<file path="config.mk">
export PLATFORM = sky130hd
export DESIGN_NAME = kbd_num_entry_flat
export DESIGN_NICKNAME = d
export VERILOG_FILES = /design/src/rtl/kbd_num_entry_if.sv /design/src/rtl/kbd_num_entry.sv /design/src/flat_wrapper.sv
export SDC_FILE = /design/constraint.sdc
export NUM_CORES = 1
export LEC_CHECK = 0
export ABC_AREA = 1
export CAP_MARGIN = 20
export CORE_ASPECT_RATIO = 2
export CORE_UTILIZATION = 58
export CTS_CLUSTER_SIZE = 30
export DETAILED_ROUTE_END_ITERATION = 16
export DONT_BUFFER_PORTS = 1
export GPL_TIMING_DRIVEN = 0
export PLACE_DENSITY = 0.74
export SLEW_MARGIN = 25
export SYNTH_ARGS = -nofsm -noshare
export SYNTH_HDL_FRONTEND = slang
export SYNTH_SLANG_ARGS = --single-unit
export TNS_END_PERCENT = 10
</file>
<file path="constraint.sdc">
create_clock -name clk -period 3.1 [get_ports clk]
set_clock_uncertainty 0.2 [all_clocks]
set_input_delay 0.62 -clock clk [delete_from_list [all_inputs] [get_ports clk]]
set_output_delay 0.62 -clock clk [all_outputs]
set_load 0.05 [all_outputs]
</file>
<file path="src/rtl/kbd_num_entry_if.sv">
// kbd_num_entry_if
// Groups the keyboard-side inputs and the consumer-side handshake of
// kbd_num_entry into one bundle.
//
// Signals:
//   scancode     8             make code, meaningful only while key_pressed=1
//   key_pressed  1             one-cycle pulse per key press
//   num_ack      1             consumer accepts num_value
//   num_value    VAL_W         committed binary value
//   num_valid    1             num_value is ready
//   bcd_digits   4*MAX_DIGITS  live entry buffer, least-significant digit in [3:0]
//   digit_count  CNT_W         digits currently entered
//   busy         1             block is converting or holding a result
//   entry_err    1             one-cycle pulse on a rejected key
//
// Handshake: num_valid rises with a new num_value and both stay stable
// until num_ack is sampled high on a rising clk edge while num_valid is
// high; that edge completes the transfer, including when num_ack was
// already high in the cycle num_valid rose. num_ack is ignored while
// num_valid is low.
//
// Modports: master = keyboard block + consumer, slave = kbd_num_entry.
interface kbd_num_entry_if #(
    parameter int MAX_DIGITS = 4,
    parameter int VAL_W      = 14,
    parameter int CNT_W      = 3
);
    logic [7:0]              scancode;
    logic                    key_pressed;
    logic                    num_ack;
    logic [VAL_W-1:0]        num_value;
    logic                    num_valid;
    logic [4*MAX_DIGITS-1:0] bcd_digits;
    logic [CNT_W-1:0]        digit_count;
    logic                    busy;
    logic                    entry_err;

    modport master (
        output scancode, key_pressed, num_ack,
        input  num_value, num_valid, bcd_digits, digit_count, busy, entry_err
    );

    modport slave (
        input  scancode, key_pressed, num_ack,
        output num_value, num_valid, bcd_digits, digit_count, busy, entry_err
    );
endinterface

</file>
<file path="src/rtl/kbd_num_entry.sv">
// kbd_num_entry
// Builds a decimal number from PS/2 Set-2 digit-row make codes (with
// backspace, Esc clear and Enter), converts the BCD buffer to binary with
// a sequential multiply-by-ten loop, and offers the result on a valid/ack
// handshake.
//
// Ports:
//   clk      system clock
//   rst      asynchronous reset, active-high
//   bus      kbd_num_entry_if.slave (scancode, key_pressed, num_ack in;
//            num_value, num_valid, bcd_digits, digit_count, busy,
//            entry_err out)
//   state_o  current FSM state (0=ENTRY, 1=CONVERT, 2=HOLD) for debug
//
// Optional feature: define KBD_NUM_KEYPAD_EN to also accept numeric-keypad
// make codes as digits (keypad Enter shares 0x5A with the main Enter).
module kbd_num_entry #(
    parameter int MAX_DIGITS = 4,
    parameter int VAL_W      = 14,
    parameter int CNT_W      = 3
) (
    input  logic                clk,
    input  logic                rst,
    kbd_num_entry_if.slave      bus,
    output logic [1:0]          state_o
);
    typedef enum logic [1:0] {
        ENTRY   = 2'd0,
        CONVERT = 2'd1,
        HOLD    = 2'd2
    } state_t;

    state_t                  state_q, state_d;
    logic [4*MAX_DIGITS-1:0] bcd_q, bcd_d;
    logic [CNT_W-1:0]        cnt_q, cnt_d;
    logic [CNT_W-1:0]        idx_q, idx_d;
    logic [VAL_W-1:0]        acc_q, acc_d;
    logic [VAL_W-1:0]        val_q, val_d;
    logic                    valid_q, valid_d;
    logic                    busy_q, busy_d;
    logic                    err_q, err_d;

    // Returns {is_digit, digit}.
    function automatic logic [4:0] decode_digit(input logic [7:0] code);
        logic [4:0] r;
        case (code)
            8'h45: r = 5'h10;
            8'h16: r = 5'h11;
            8'h1E: r = 5'h12;
            8'h26: r = 5'h13;
            8'h25: r = 5'h14;
            8'h2E: r = 5'h15;
            8'h36: r = 5'h16;
            8'h3D: r = 5'h17;
            8'h3E: r = 5'h18;
            8'h46: r = 5'h19;
`ifdef KBD_NUM_KEYPAD_EN
            8'h70: r = 5'h10;
            8'h69: r = 5'h11;
            8'h72: r = 5'h12;
            8'h7A: r = 5'h13;
            8'h6B: r = 5'h14;
            8'h73: r = 5'h15;
            8'h74: r = 5'h16;
            8'h6C: r = 5'h17;
            8'h75: r = 5'h18;
            8'h7D: r = 5'h19;
`endif
            default: r = 5'h00;
        endcase
        return r;
    endfunction

    logic [4:0]       dec;
    logic [3:0]       cur_digit;
    logic [VAL_W-1:0] acc_next;

    always_comb begin
        dec = decode_digit(bus.scancode);

        // Digit selected by the conversion index; index counts down so the
        // most-significant entered digit is consumed first.
        cur_digit = 4'd0;
        for (int i = 0; i < MAX_DIGITS; i++) begin
            if (idx_q == CNT_W'(i)) cur_digit = bcd_q[4*i +: 4];
        end
        // acc*10 as shift-add, truncated to VAL_W.
        acc_next = (acc_q << 3) + (acc_q << 1) + VAL_W'(cur_digit);
    end

    always_comb begin
        state_d = state_q;
        bcd_d   = bcd_q;
        cnt_d   = cnt_q;
        idx_d   = idx_q;
        acc_d   = acc_q;
        val_d   = val_q;
        valid_d = valid_q;
        err_d   = 1'b0;

        case (state_q)
            ENTRY: begin
                if (bus.key_pressed) begin
                    if (dec[4]) begin
                        if (cnt_q < CNT_W'(MAX_DIGITS)) begin
                            bcd_d = {bcd_q[4*MAX_DIGITS-5:0], dec[3:0]};
                            cnt_d = cnt_q + CNT_W'(1);
                        end else begin
                            err_d = 1'b1;
                        end
                    end else if (bus.scancode == 8'h66) begin
                        if (cnt_q != '0) begin
                            bcd_d = {4'd0, bcd_q[4*MAX_DIGITS-1:4]};
                            cnt_d = cnt_q - CNT_W'(1);
                        end
                    end else if (bus.scancode == 8'h76) begin
                        bcd_d = '0;
                        cnt_d = '0;
                    end else if (bus.scancode == 8'h5A) begin
                        if (cnt_q == '0) begin
                            err_d = 1'b1;
                        end else begin
                            acc_d   = '0;
                            idx_d   = cnt_q - CNT_W'(1);
                            state_d = CONVERT;
                        end
                    end
                end
            end
            CONVERT: begin
                acc_d = acc_next;
                idx_d = idx_q - CNT_W'(1);
                if (idx_q == '0) begin
                    val_d   = acc_next;
                    valid_d = 1'b1;
                    state_d = HOLD;
                end
            end
            HOLD: begin
                if (bus.num_ack) begin
                    valid_d = 1'b0;
                    bcd_d   = '0;
                    cnt_d   = '0;
                    state_d = ENTRY;
                end
            end
            default: state_d = ENTRY;
        endcase

        busy_d = (state_d != ENTRY);
    end

    always_ff @(posedge clk or posedge rst) begin
        if (rst) begin
            state_q <= ENTRY;
            bcd_q   <= '0;
            cnt_q   <= '0;
            idx_q   <= '0;
            acc_q   <= '0;
            val_q   <= '0;
            valid_q <= 1'b0;
            busy_q  <= 1'b0;
            err_q   <= 1'b0;
        end else begin
            state_q <= state_d;
            bcd_q   <= bcd_d;
            cnt_q   <= cnt_d;
            idx_q   <= idx_d;
            acc_q   <= acc_d;
            val_q   <= val_d;
            valid_q <= valid_d;
            busy_q  <= busy_d;
            err_q   <= err_d;
        end
    end

    assign bus.num_value   = val_q;
    assign bus.num_valid   = valid_q;
    assign bus.bcd_digits  = bcd_q;
    assign bus.digit_count = cnt_q;
    assign bus.busy        = busy_q;
    assign bus.entry_err   = err_q;
    assign state_o         = state_q;
endmodule

</file>
<file path="src/flat_wrapper.sv">
// flat-port wrapper written by rule: the top's interface ports become plain ports
module kbd_num_entry_flat 
#(
    parameter int MAX_DIGITS = 4,
    parameter int VAL_W      = 14,
    parameter int CNT_W      = 3
)
  (clk, rst, state_o, bus_scancode, bus_key_pressed, bus_num_ack, bus_num_value, bus_num_valid, bus_bcd_digits, bus_digit_count, bus_busy, bus_entry_err);
  kbd_num_entry_if #(.MAX_DIGITS(MAX_DIGITS), .VAL_W(VAL_W), .CNT_W(CNT_W)) bus_i ();
  input  logic clk;
  input  logic rst;
  output logic [1:0] state_o;
  input wire logic [$bits(bus_i.scancode)-1:0] bus_scancode;
  input wire logic [$bits(bus_i.key_pressed)-1:0] bus_key_pressed;
  input wire logic [$bits(bus_i.num_ack)-1:0] bus_num_ack;
  output wire logic [$bits(bus_i.num_value)-1:0] bus_num_value;
  output wire logic [$bits(bus_i.num_valid)-1:0] bus_num_valid;
  output wire logic [$bits(bus_i.bcd_digits)-1:0] bus_bcd_digits;
  output wire logic [$bits(bus_i.digit_count)-1:0] bus_digit_count;
  output wire logic [$bits(bus_i.busy)-1:0] bus_busy;
  output wire logic [$bits(bus_i.entry_err)-1:0] bus_entry_err;
  assign bus_i.scancode = bus_scancode;
  assign bus_i.key_pressed = bus_key_pressed;
  assign bus_i.num_ack = bus_num_ack;
  assign bus_num_value = bus_i.num_value;
  assign bus_num_valid = bus_i.num_valid;
  assign bus_bcd_digits = bus_i.bcd_digits;
  assign bus_digit_count = bus_i.digit_count;
  assign bus_busy = bus_i.busy;
  assign bus_entry_err = bus_i.entry_err;
  kbd_num_entry #(.MAX_DIGITS(MAX_DIGITS), .VAL_W(VAL_W), .CNT_W(CNT_W)) u_core (.clk(clk), .rst(rst), .bus(bus_i), .state_o(state_o));
endmodule
</file>
-- Word level (Yosys, flattened, before mapping)
Index checks and enable logic that the tools add are counted.
- register bits after elaboration: 54
- output and inout bits: 38
- bits of input ports: 12
- word-level logic and storage cells: 111
- mux-type cells: 55
- equality and inequality tests: 29
- reduce and logical (&&, ||, !) cells: 12
- magnitude comparators: 1
- add/sub/neg operators: 5
- operator list (operator ; number):
    $mux W16 ; 7
    $mux W13 ; 6
    $pmux W5 S10 ; 1
    $eq A8 B6 Y1 const B ; 6
    $eq A8 B7 Y1 const B ; 5
    $mux W3 ; 13
    $pmux W16 S2 ; 1
    $pmux W13 S2 ; 1
    $eq A8 B5 Y1 const B ; 2
    $mux W2 ; 8
    $mux W4 ; 4
    $add A14 B14 Y14 ; 1
    $add A14 B4 Y14 ; 1
    $ne A2 B2 Y1 const B ; 6
    $pmux W3 S2 ; 2
    $mux W1 ; 10
    $reduce_bool A2 Y1 ; 4
    $reduce_and A7 Y1 ; 1
    $eq A3 B2 Y1 const B ; 2
    $logic_not A3 Y1 ; 2
    $pmux W2 S3 ; 1
    $reduce_and A6 Y1 ; 1
    $sub A3 B1 Y3 const B ; 2
    $ne A2 B1 Y1 const B ; 2
    13 further kinds ; 13

-- Logic depth before layout (Yosys ltp)
Gate-level depths: netlist (run 1).
- depth after elaboration: 9
- depth in mapped cells: 18
- depth with buffers taken out: 18

-- Least setup slack after synthesis (run 1)
No wires, ideal clock.
- kind: register to register
- start point: register u_core.idx_q[1]
- end point: register u_core.val_q[13] (netlist: u_core.bus.num_value[13])
- path buffers: 0
- slack: 77 ps
- stages on the path, launching flop included: 16
- arrival: 2700 ps
- library setup time: 123 ps
- required time: 2777 ps
- clock period less this slack: 3023 ps
- cells stage by stage: dfrtp_1 > inv_1 > ha_1 > nand3_1 > nand2_1 > a31oi_1 > o21ai_0 > fa_1 > ha_1 > nand2_1 > o21ai_0 > a21oi_1 > o21ai_0 > nor2_1 > o21ai_0 > nand2_1
- cells in the longest elaborated chain, start to end: 6
- elaborated cells between the ends (all ways): 10
- classes of those cells: add/sub: 1; eq/ne: 3; mux: 4; reduce/logical: 2
- ends and longest elaborated chain (item ; RTL line ; text):
    start, declared ; kbd_num_entry.sv:36 ; logic [CNT_W-1:0] idx_q, idx_d;
    start signal, assigned ; kbd_num_entry.sv:168 ; idx_q <= idx_d;
    $logic_not A3 Y1 ; kbd_num_entry.sv:85, kbd_num_entry.sv:133 ;
    $mux W4 (4 in series) ; kbd_num_entry.sv:85 ; if (idx_q == CNT_W'(i)) cur_digit = bcd_q[4*i +: 4];
    $add A14 B4 Y14 ; kbd_num_entry.sv:88 ; acc_next = (acc_q << 3) + (acc_q << 1) + VAL_W'(cur_digit);
    end signal, assigned ; kbd_num_entry.sv:170 ; val_q <= val_d;
    end, declared ; kbd_num_entry.sv:38 ; logic [VAL_W-1:0] val_q, val_d;
Several ways; a longest one is shown, not always the timed one.
A chain may end at the register's enable or synchronous reset.

-- Worst setup path after layout (run 1)
- start point: register u_core.idx_q[0]
- end point: register u_core.val_q[12] (netlist: u_core.bus.num_value[12])
Same word-level chain as after synthesis.

==> results of run 1 <==
per-stage QoR:
step	setup WS, ps	instances	TNS, ps
finish	3.32	551	0
CTS	-0.645	551	-0.645
floorplan	77.3	474	0
detailed placement	-440	537	-3240
global placement	-376	537	-2650
global route	-115	551	-728
sequential cells by signal, indices dropped and copies added (netlist names):
name                    count
u_core.bus.bcd_digits      16
u_core.state_o              2
u_core.bus.digit_count      3
u_core.bus.num_value       14
u_core.acc_q               13
u_core.bus.num_valid        1
u_core.bus.busy             1
u_core.idx_q                3
u_core.bus.entry_err        1
cells by family (layout without fill, tap and decap cells):
| logic type | count (synthesis) | count (layout) | synth area share |
|---|---|---|---|
| AO/OA/AOI/OAI | 69 | 69 | 0.104 |
| XOR/XNOR | 13 | 13 | 0.0315 |
| adder cells (fa/ha/maj) | 32 | 32 | 0.115 |
| buffers and inverters | 52 | 66 | 0.0626 |
| flip-flops | 54 | 54 | 0.374 |
| AND/OR/NAND/NOR | 254 | 254 | 0.313 |
area by class of cell:
type | count | area, sq um | area share
clock inverters | 3 | 48.8 | 0.0119
repair buffers | 6 | 48.8 | 0.0119
multi-input cells | 368 | 2220 | 0.540
flip-flops and latches | 54 | 1350 | 0.329
plain buffers | 15 | 91.3 | 0.0222
inverters | 37 | 144 | 0.0350
well taps | 63 | 78.8 | 0.0192
clock buffers | 5 | 125 | 0.0304
path summary, 6_finish.rpt:
kind	start	endpoint	slack (ps)	depth (start not counted)
worst max-delay path	u_core.idx_q[0]$_DFFE_PP0P_	u_core.bus.num_value[12]$_DFFE_PP0P_	3	15
worst min-delay path	rst	u_core.bus.num_value[4]$_DFFE_PP0P_	80	1
worst max register to register	u_core.idx_q[0]$_DFFE_PP0P_	u_core.bus.num_value[12]$_DFFE_PP0P_	3	15
worst min register to register	u_core.acc_q[11]$_DFFE_PP0P_	u_core.acc_q[11]$_DFFE_PP0P_	290	2
max in group asynchronous	rst	u_core.idx_q[0]$_DFFE_PP0P_	2130	1
min in group clk	bus_num_ack	u_core.state_o[1]$_DFF_PP0_	250	1
per-layer routing:
metal	track usage	routed length [um]	vias up
met5	0	0	-
met3	0.0408	292	42
li1	-	-	1591
met1	0.270	3160	1580
met2	0.588	5560	90
met4	0.244	619	0
synthesized netlist by cell type (all sizes together):
cell type / instances
fa: 2
nand4: 9
nor3: 2
clkbuf: 7
and2: 1
dfrtp: 54
a31oi: 3
or2: 3
buf: 8
nand3b: 3
a22o: 1
o21ai: 41
xnor2: 5
xor2: 8
o22ai: 1
a21oi: 17
ha: 30
inv: 37
a211oi: 1
o31ai: 1
nand2: 152
nand3: 56
a22oi: 1
nor2: 28
o21a: 2
o21bai: 1
worst max-delay path, delay by kind of cell (launching register included):
| kind | cells | cell delay (ps) |
|---|---|---|
| XOR/XNOR | 1 | 210 |
| AND/OR/NAND/NOR | 4 | 290 |
| AO/OA/AOI/OAI | 4 | 490 |
| adder cells (fa/ha/maj) | 3 | 1110 |
| buffers and inverters | 3 | 280 |
| flip-flops | 1 | 450 |
report_power, final:
| group | internal (mW) | total [mW] | switching, mW |
|---|---|---|---|
| registers | 0.935 | 1.54 | 0.601 |
| clock network | 0.387 | 0.657 | 0.270 |
| logic | 1.11 | 3.02 | 1.90 |
repair_timing:
item                                    4_1_cts  5_1_grt
endpoints found under the setup margin       17       15
pin swaps                                     9       10
gates resized for setup                      30       28
setup buffers                                 6        0
==> flow_summary.json, run 1 <==
{
  "cts.clk_slew.worst_paths_ps": 70,
  "total_power_mw": 5.21,
  "slowest_stage": "fa_2",
  "drc_errors": 1,
  "dr.pass1.iters": 10,
  "cts.sinks": 54,
  "hp-class": "input pin to async pin",
  "nets": 531,
  "cp_max_fo": 7,
  "die_h_um": 114,
  "grt_max_degree": 55,
  "path_cells": "buf_6, ha_4, nand3_1, nand2_1, a31oi_1, o21ai_1, fa_2, inv_1, fa_2, inv_2, a21oi_4, o21ai_2, xor2_2, nand2_1, nand2_1",
  "synth_area_sq_um": 3620,
  "max-slew-margin-rel": 0.548,
  "hold_slack_ps": 82.4,
  "drt-total-wl_mm": 9.64,
  "coreArea_sq_um": 6010,
  "ant_nets": 0,
  "die_area_sq_um": 6580,
  "critPathRequiredTime_ps": 3150,
  "drive_above_1_share": 0.164,
  "holdBufCountCts": 0,
  "cp_slowest_stage_delay_ps": 550,
  "die_w_um": 57.8,
  "start_kind": "register",
  "synthToLayoutAreaGrowth_pct": 13.7,
  "globalplace.congestion": 0.947,
  "violations": "DRC",
  "grt_first_pass_wirelength_mm": 15.4,
  "grt_overflow_total": 0,
  "power_density_nw_per_um2": 1270,
  "wl_per_cell_um": 17.5,
  "syn_avg_cell_area_sq_um": 7.63,
  "finalSetupViolCount": 0,
  "path_class": "register to register",
  "cp.arrival_ps": 3140,
  "worst-slew-pin-transition_ps": 678,
  "numCtsBuffers": 5,
  "syn_nets": 518,
  "grt_pass1_vias": 3425,
  "fmax_mhz": 323,
  "leakagePower_nw": 2.10,
  "maxCapViolCount": 0,
  "final_cell_mix": "145 x nand2_1, 55 x nand3_1, 52 x dfrtp_1",
  "rsz0062_at_grt": "true",
  "io_buffers": 0,
  "seq_area_frac_synth": 0.374,
  "synth_cells": 474,
  "via_count": 3303,
  "synth.top_cell.area_share": 0.374,
  "gr-usage-all-layers": 0.308,
  "final_area_sq_um": 4110,
  "drt_iter0_drc": 161,
  "dpl_cell_area_sq_um": 3700,
  "synth_area_leaders": "dfrtp_1 37%, nand2_1 15%, ha_1 10%",
  "ir_worst_vdd_uv": 479,
  "antenna_found_initial": 0,
  "post-route-period-util": 0.999,
  "layout_commonest_cell": "nand2_1",
  "fill_cells": 511,
  "diodes": 0,
  "fin_crit_ps": 3100,
  "vias_per_cell": 5.99,
  "root_buffer": "clkbuf_16",
  "clk_path_buf_depth": 2,
  "placement_rows": 40,
  "ys_ff_latch": 54,
  "tritoncts": "yes",
  "synth_cell_types": 36,
  "final_hold_viol_count": 0,
  "cp_common_cell": "nand2_1",
  "synth_largest_area_cell": "dfrtp_1",
  "clock_latency_ps": 300,
  "ios": 50,
  "fin_util": 0.685,
  "htree_levels": 2,
  "maxSlewViolCount": 0,
  "outcome": "finished with violations",
  "initial_core_util": 0.602,
  "cp-end-kind": "register",
  "detailed_place_hpwl_mm": 7.17,
  "ys_warn_count": 0
}
Note: power is estimated with default switching activity, not from simulation.
==> run 2, diff against run 1 <==
Settings changed: CTS_BUF_LIST from default to sky130_fd_sc_hd__clkbuf_16.
Clock period 3.1 ns to 2.8 ns, I/O delays scaled along.
==> run 2 against run 1 <==
The run ends with setup timing left. Design area is 0.52% lower. Highest routed layer unchanged. Cell count is 0.73% higher. Flip-flop and latch count stayed put. Critical path type unchanged. Combinational power is 8.3% higher. Count of clock-buffer cells in the layout stayed put. Sequential power is 10% higher. Wire length is 1.6% lower.
==> flow_summary.json, run 2 (same netlist as run 1, synthesis figures left out) <==
{
  "nets": 535,
  "cp_slowest_stage_delay_ps": 470,
  "tritoncts": "yes",
  "grt_pass1_vias": 3354,
  "final_hold_viol_count": 0,
  "detailed_place_hpwl_mm": 7.17,
  "clock_latency_ps": 300,
  "path_class": "register to register",
  "power_density_nw_per_um2": 1370,
  "vias_per_cell": 5.98,
  "drive_above_1_share": 0.173,
  "gr-usage-all-layers": 0.309,
  "maxSlewViolCount": 0,
  "rsz0062_at_grt": "true",
  "multiInputGateArea_sq_um": 2190,
  "final_cell_mix": "144 x nand2_1, 54 x nand3_1, 49 x dfrtp_1",
  "grt_max_degree": 55,
  "reg2reg_slack_ps": -370,
  "clk_path_buf_depth": 2,
  "cts.clk_slew.worst_paths_ps": 80,
  "die_h_um": 114,
  "outcome": "finished with violations",
  "cp_num_buf_inv": 1,
  "ff_latch_area_sq_um": 1360,
  "largest_register_ffs": 16,
  "dr.pass1.iters": 5,
  "drt_iter0_drc": 161,
  "ios": 50,
  "leakagePower_nw": 2.09,
  "layout_commonest_cell": "nand2_1",
  "critPathRequiredTime_ps": 2790,
  "path_cells": "buf_4, ha_4, nand3_1, nand2_1, a31oi_1, o21ai_1, fa_1, ha_1, nand2_2, o21ai_2, a21oi_2, o21ai_1, nor2_1, o21ai_0, nand2_1",
  "violations": "setup timing",
  "grt_overflow_total": 0,
  "root_buffer": "clkbuf_16",
  "dp_cells": 537,
  "globalplace.congestion": 0.909,
  "cts.sinks": 54,
  "worst-slew-pin-transition_ps": 677,
  "cp_max_fo": 7,
  "slowest_stage": "fa_1",
  "grt_first_pass_wirelength_mm": 15.3,
  "initial_core_util": 0.602,
  "fin_ws_ps": -368,
  "wl_per_cell_um": 17.1,
  "finalSetupViolCount": 19,
  "die_w_um": 57.8,
  "synthToLayoutAreaGrowth_pct": 13.1,
  "crit-reg2reg-launch": "u_core.idx_q[0]$_DFFE_PP0P_",
  "hp-class": "input pin to async pin",
  "die_area_sq_um": 6580,
  "drc_errors": 0,
  "total_power_mw": 5.61,
  "cp_top_family": "adder cells",
  "drt-total-wl_mm": 9.49,
  "cp-end-kind": "register",
  "numCtsBuffers": 5,
  "post-route-period-util": 1.13,
  "maxCapViolCount": 0,
  "setup_tns_ps": -4240,
  "coreArea_sq_um": 6010,
  "via_count": 3318,
  "ir_worst_vdd_uv": 626,
  "hold_slack_ps": 25.0,
  "fin_cells": 555,
  "fill_cells": 545,
  "max-slew-margin-rel": 0.549,
  "dp_slack_ps": -368,
  "ant_nets": 0,
  "rr_worst_depth": 15,
  "timing.rr.end": "u_core.bus.num_value[13]$_DFFE_PP0P_",
  "diodes": 0,
  "antenna_found_initial": 0,
  "io_buffers": 0,
  "fmax_mhz": 316,
  "placement_rows": 40,
  "cp.arrival_ps": 3160,
  "start_kind": "register",
  "fin_crit_ps": 3170,
  "htree_levels": 2
}
run 2: cell types whose count changed in the layout (fill, tap and decap cells not counted), moves of 3 or more:
cell and delta:
dfrtp_1 -3, o21ai_0 -3, dfrtp_2 +3, buf_4 +5, o21ai_1 +5
run 2: power by group:
| group | internal, mW | total [mW] | switching (mW) |
|---|---|---|---|
| registers | 1.04 | 1.70 | 0.657 |
| clock network | 0.341 | 0.642 | 0.301 |
| logic | 1.23 | 3.27 | 2.04 |
run 2: per-stage QoR:
stage / util / area (sq um)
6_report: 0.681 / 4090
5_1_grt: 0.681 / 4090
4_1_cts: 0.661 / 3970
3_5_place_dp: 0.627 / 3760
3_3_place_gp: 0.626 / 3760
2_1_floorplan: - / 3680
run 2: area by class of cell:
| type | instances | area share |
|---|---|---|
| buffer | 15 | 0.0226 |
| clock buffer | 5 | 0.0306 |
| clock inverter | 3 | 0.00703 |
| inverter | 37 | 0.0358 |
| multi-input combinational | 368 | 0.535 |
| sequential | 54 | 0.332 |
| tap | 63 | 0.0193 |
| timing repair buffer | 10 | 0.0183 |
run 2: worst max path at each step:
stage                                                end  cells past startpoint  slack, ps                        start
global placement    u_core.bus.num_value[13]$_DFFE_PP0P_                     15       -340  u_core.idx_q[0]$_DFFE_PP0P_
floorplan           u_core.bus.num_value[13]$_DFFE_PP0P_                     16        -10  u_core.idx_q[0]$_DFFE_PP0P_
finish              u_core.bus.num_value[13]$_DFFE_PP0P_                     15       -370  u_core.idx_q[0]$_DFFE_PP0P_
CTS                 u_core.bus.num_value[10]$_DFFE_PP0P_                     15       -310  u_core.idx_q[0]$_DFFE_PP0P_
detailed placement  u_core.bus.num_value[13]$_DFFE_PP0P_                     15       -370  u_core.idx_q[0]$_DFFE_PP0P_
global route        u_core.bus.num_value[13]$_DFFE_PP0P_                     15       -480  u_core.idx_q[1]$_DFFE_PP0P_
run 2: worst register-to-register path, delay by kind of cell (launching register included):
kind,cells,cell delay (ps)
adders and majority gates,3,970
AOI/OAI and AO/OA,6,930
DFF,1,460
and+or+nand+nor,5,340
buffers and inverters,1,160
run 2: timing repair:
item                       4_1_cts  5_1_grt
hold endpoints to repair         0        0
setup endpoints to repair       19       34
hold buffers                     0        0
gates resized for setup         11       22
pin swaps                       10       10
setup buffers                    3        7
run 2: metal layers:
metal  vias to the layer above  part of all wire  track usage
li1                       1599                 -            -
met1                      1563              0.32        0.287
met2                       112              0.57        0.592
met3                        44             0.038       0.0340
met4                         0             0.069        0.213
met5                         -                 0            0
==> run 3, diff against run 2 <==
Settings changed: SKIP_CTS_REPAIR_TIMING from default to 1.
==> run 3 against run 2 <==
The flow still finishes with violations (setup timing). Non-clock buffer count is 2 lower. Critical path depth is 1 higher. Worst hold slack worse by 8.9 ps. Via count is 0.90% lower. Sequential power hardly changed. Flip-flop and latch count stayed put. Critical endpoint unchanged. Largest power group unchanged. Highest routed layer unchanged.
==> flow_summary.json, run 3 (same netlist as run 1, synthesis figures left out) <==
{
  "total_power_mw": 5.69,
  "p_int_mw": 2.66,
  "globalplace.congestion": 0.909,
  "met1_usage": 0.289,
  "setup_tns_ps": -5270,
  "tritoncts": "yes",
  "drive_above_1_share": 0.182,
  "numCtsBuffers": 5,
  "grt_overflow_total": 0,
  "fin_ws_ps": -501,
  "violations": "setup timing",
  "finalSetupViolCount": 19,
  "rr_worst_depth": 16,
  "cts.clk_slew.worst_paths_ps": 80,
  "die_w_um": 57.8,
  "diodes": 0,
  "cp_max_fo": 5,
  "worst-slew-pin-transition_ps": 677,
  "root_buffer": "clkbuf_16",
  "busiest_layer": "met2",
  "swShare": 0.532,
  "grt_first_pass_wirelength_mm": 15.2,
  "reg2reg_slack_ps": -500,
  "max-slew-margin-rel": 0.549,
  "clock_latency_ps": 300,
  "maxSlewViolCount": 0,
  "htree_levels": 2,
  "cp.arrival_ps": 3300,
  "die_h_um": 114,
  "gr-usage-all-layers": 0.305,
  "vias_per_cell": 5.95,
  "ir_worst_vdd_uv": 638,
  "antenna_found_initial": 0,
  "ant_nets": 0,
  "maxCapViolCount": 0,
  "dr.pass1.iters": 4,
  "final_cell_mix": "145 x nand2_1, 54 x nand3_1, 48 x dfrtp_1",
  "largest_register_ffs": 16,
  "rsz0062_at_grt": "true",
  "layout_commonest_cell": "nand2_1",
  "hp-class": "input pin to async pin",
  "grt_pass1_vias": 3311,
  "synthToLayoutAreaGrowth_pct": 14.5,
  "final_hold_viol_count": 0,
  "placement_rows": 40,
  "start_kind": "register",
  "p_sw_mw": 3.03,
  "pwr-share-clk": 0.113,
  "die_area_sq_um": 6580,
  "fin_crit_ps": 3300,
  "combPwrFrac": 0.587,
  "post-route-period-util": 1.18,
  "leakagePower_nw": 2.10,
  "met3_usage": 0.0351,
  "drt_iter0_drc": 165,
  "io_buffers": 0,
  "cp-end-kind": "register",
  "fmax_mhz": 303,
  "ios": 50,
  "power_density_nw_per_um2": 1370,
  "clk_path_buf_depth": 2,
  "use_met2": 0.579,
  "via_count": 3288,
  "wl_per_cell_um": 16.7,
  "nets": 533,
  "critPathRequiredTime_ps": 2790,
  "initial_core_util": 0.602,
  "coreArea_sq_um": 6010,
  "cts.sinks": 54,
  "drc_errors": 0,
  "sequentialPowerShare": 0.300,
  "hold_slack_ps": 16.1,
  "path_class": "register to register",
  "drt-total-wl_mm": 9.24,
  "outcome": "finished with violations",
  "grt_max_degree": 55,
  "detailed_place_hpwl_mm": 7.17
}
run 3: cell type report:
class,count,area (sq um)
Sequential cell,54,1360
Multi-Input combinational cell,368,2240
Inverter,37,149
Tap cell,63,78.8
Timing Repair Buffer,8,60.1
Clock inverter,3,28.8
Clock buffer,5,125
Buffer,15,96.3
Fill cell,529,1860
run 3: per-stage QoR:
stage           util  area, sq um  std cells  setup slack (ps)
3_3_place_gp   0.626         3760        537              -341
6_report       0.690         4140        553              -501
5_1_grt        0.690         4140        553              -576
3_5_place_dp   0.627         3760        537              -368
4_1_cts        0.652         3920        545              -392
2_1_floorplan      -         3680        474             -9.65
run 3: final timing paths:
kind	end	start
setup / recovery	u_core.bus.num_value[13]$_DFFE_PP0P_	u_core.idx_q[0]$_DFFE_PP0P_
hold / removal	u_core.bus.num_valid$_DFFE_PP0P_	rst
setup reg to reg	u_core.bus.num_value[13]$_DFFE_PP0P_	u_core.idx_q[0]$_DFFE_PP0P_
hold reg to reg	u_core.acc_q[11]$_DFFE_PP0P_	u_core.acc_q[11]$_DFFE_PP0P_
max in group asynchronous	u_core.state_o[1]$_DFF_PP0_	rst
min in group clk	u_core.state_o[1]$_DFF_PP0_	bus_num_ack
run 3: power by group through the flow:
stage / combinational [mW] / sequential [mW] / clock (mW)
6_report: 3.34 / 1.71 / 0.642
5_1_grt: 3.72 / 1.73 / 0.678
4_1_cts: 2.86 / 1.70 / 0.652
3_5_place_dp: 2.83 / 1.71 / 0
3_3_place_gp: 2.76 / 1.71 / 0
2_1_floorplan: 2.19 / 1.64 / 0
run 3: layer usage:
metal | vias up | wire length (um) | share of wire
li1 | 1593 | - | -
met1 | 1556 | 3040 | 0.33
met2 | 103 | 5270 | 0.57
met3 | 36 | 298 | 0.032
met4 | 0 | 622 | 0.067
met5 | - | 0 | 0
run 3: worst max-delay path, stage by stage, from the launching register on:
cell	delay, ps
dfrtp_2	460
inv_4	70
ha_4	180
nand2_4	80
nand2_1	50
a31oi_1	170
o21ai_2	100
fa_1	520
buf_4	170
ha_4	260
nand2_1	110
o21ai_2	270
a21oi_2	130
o21ai_2	190
nor2_1	60
o21ai_1	130
nand2_1	60
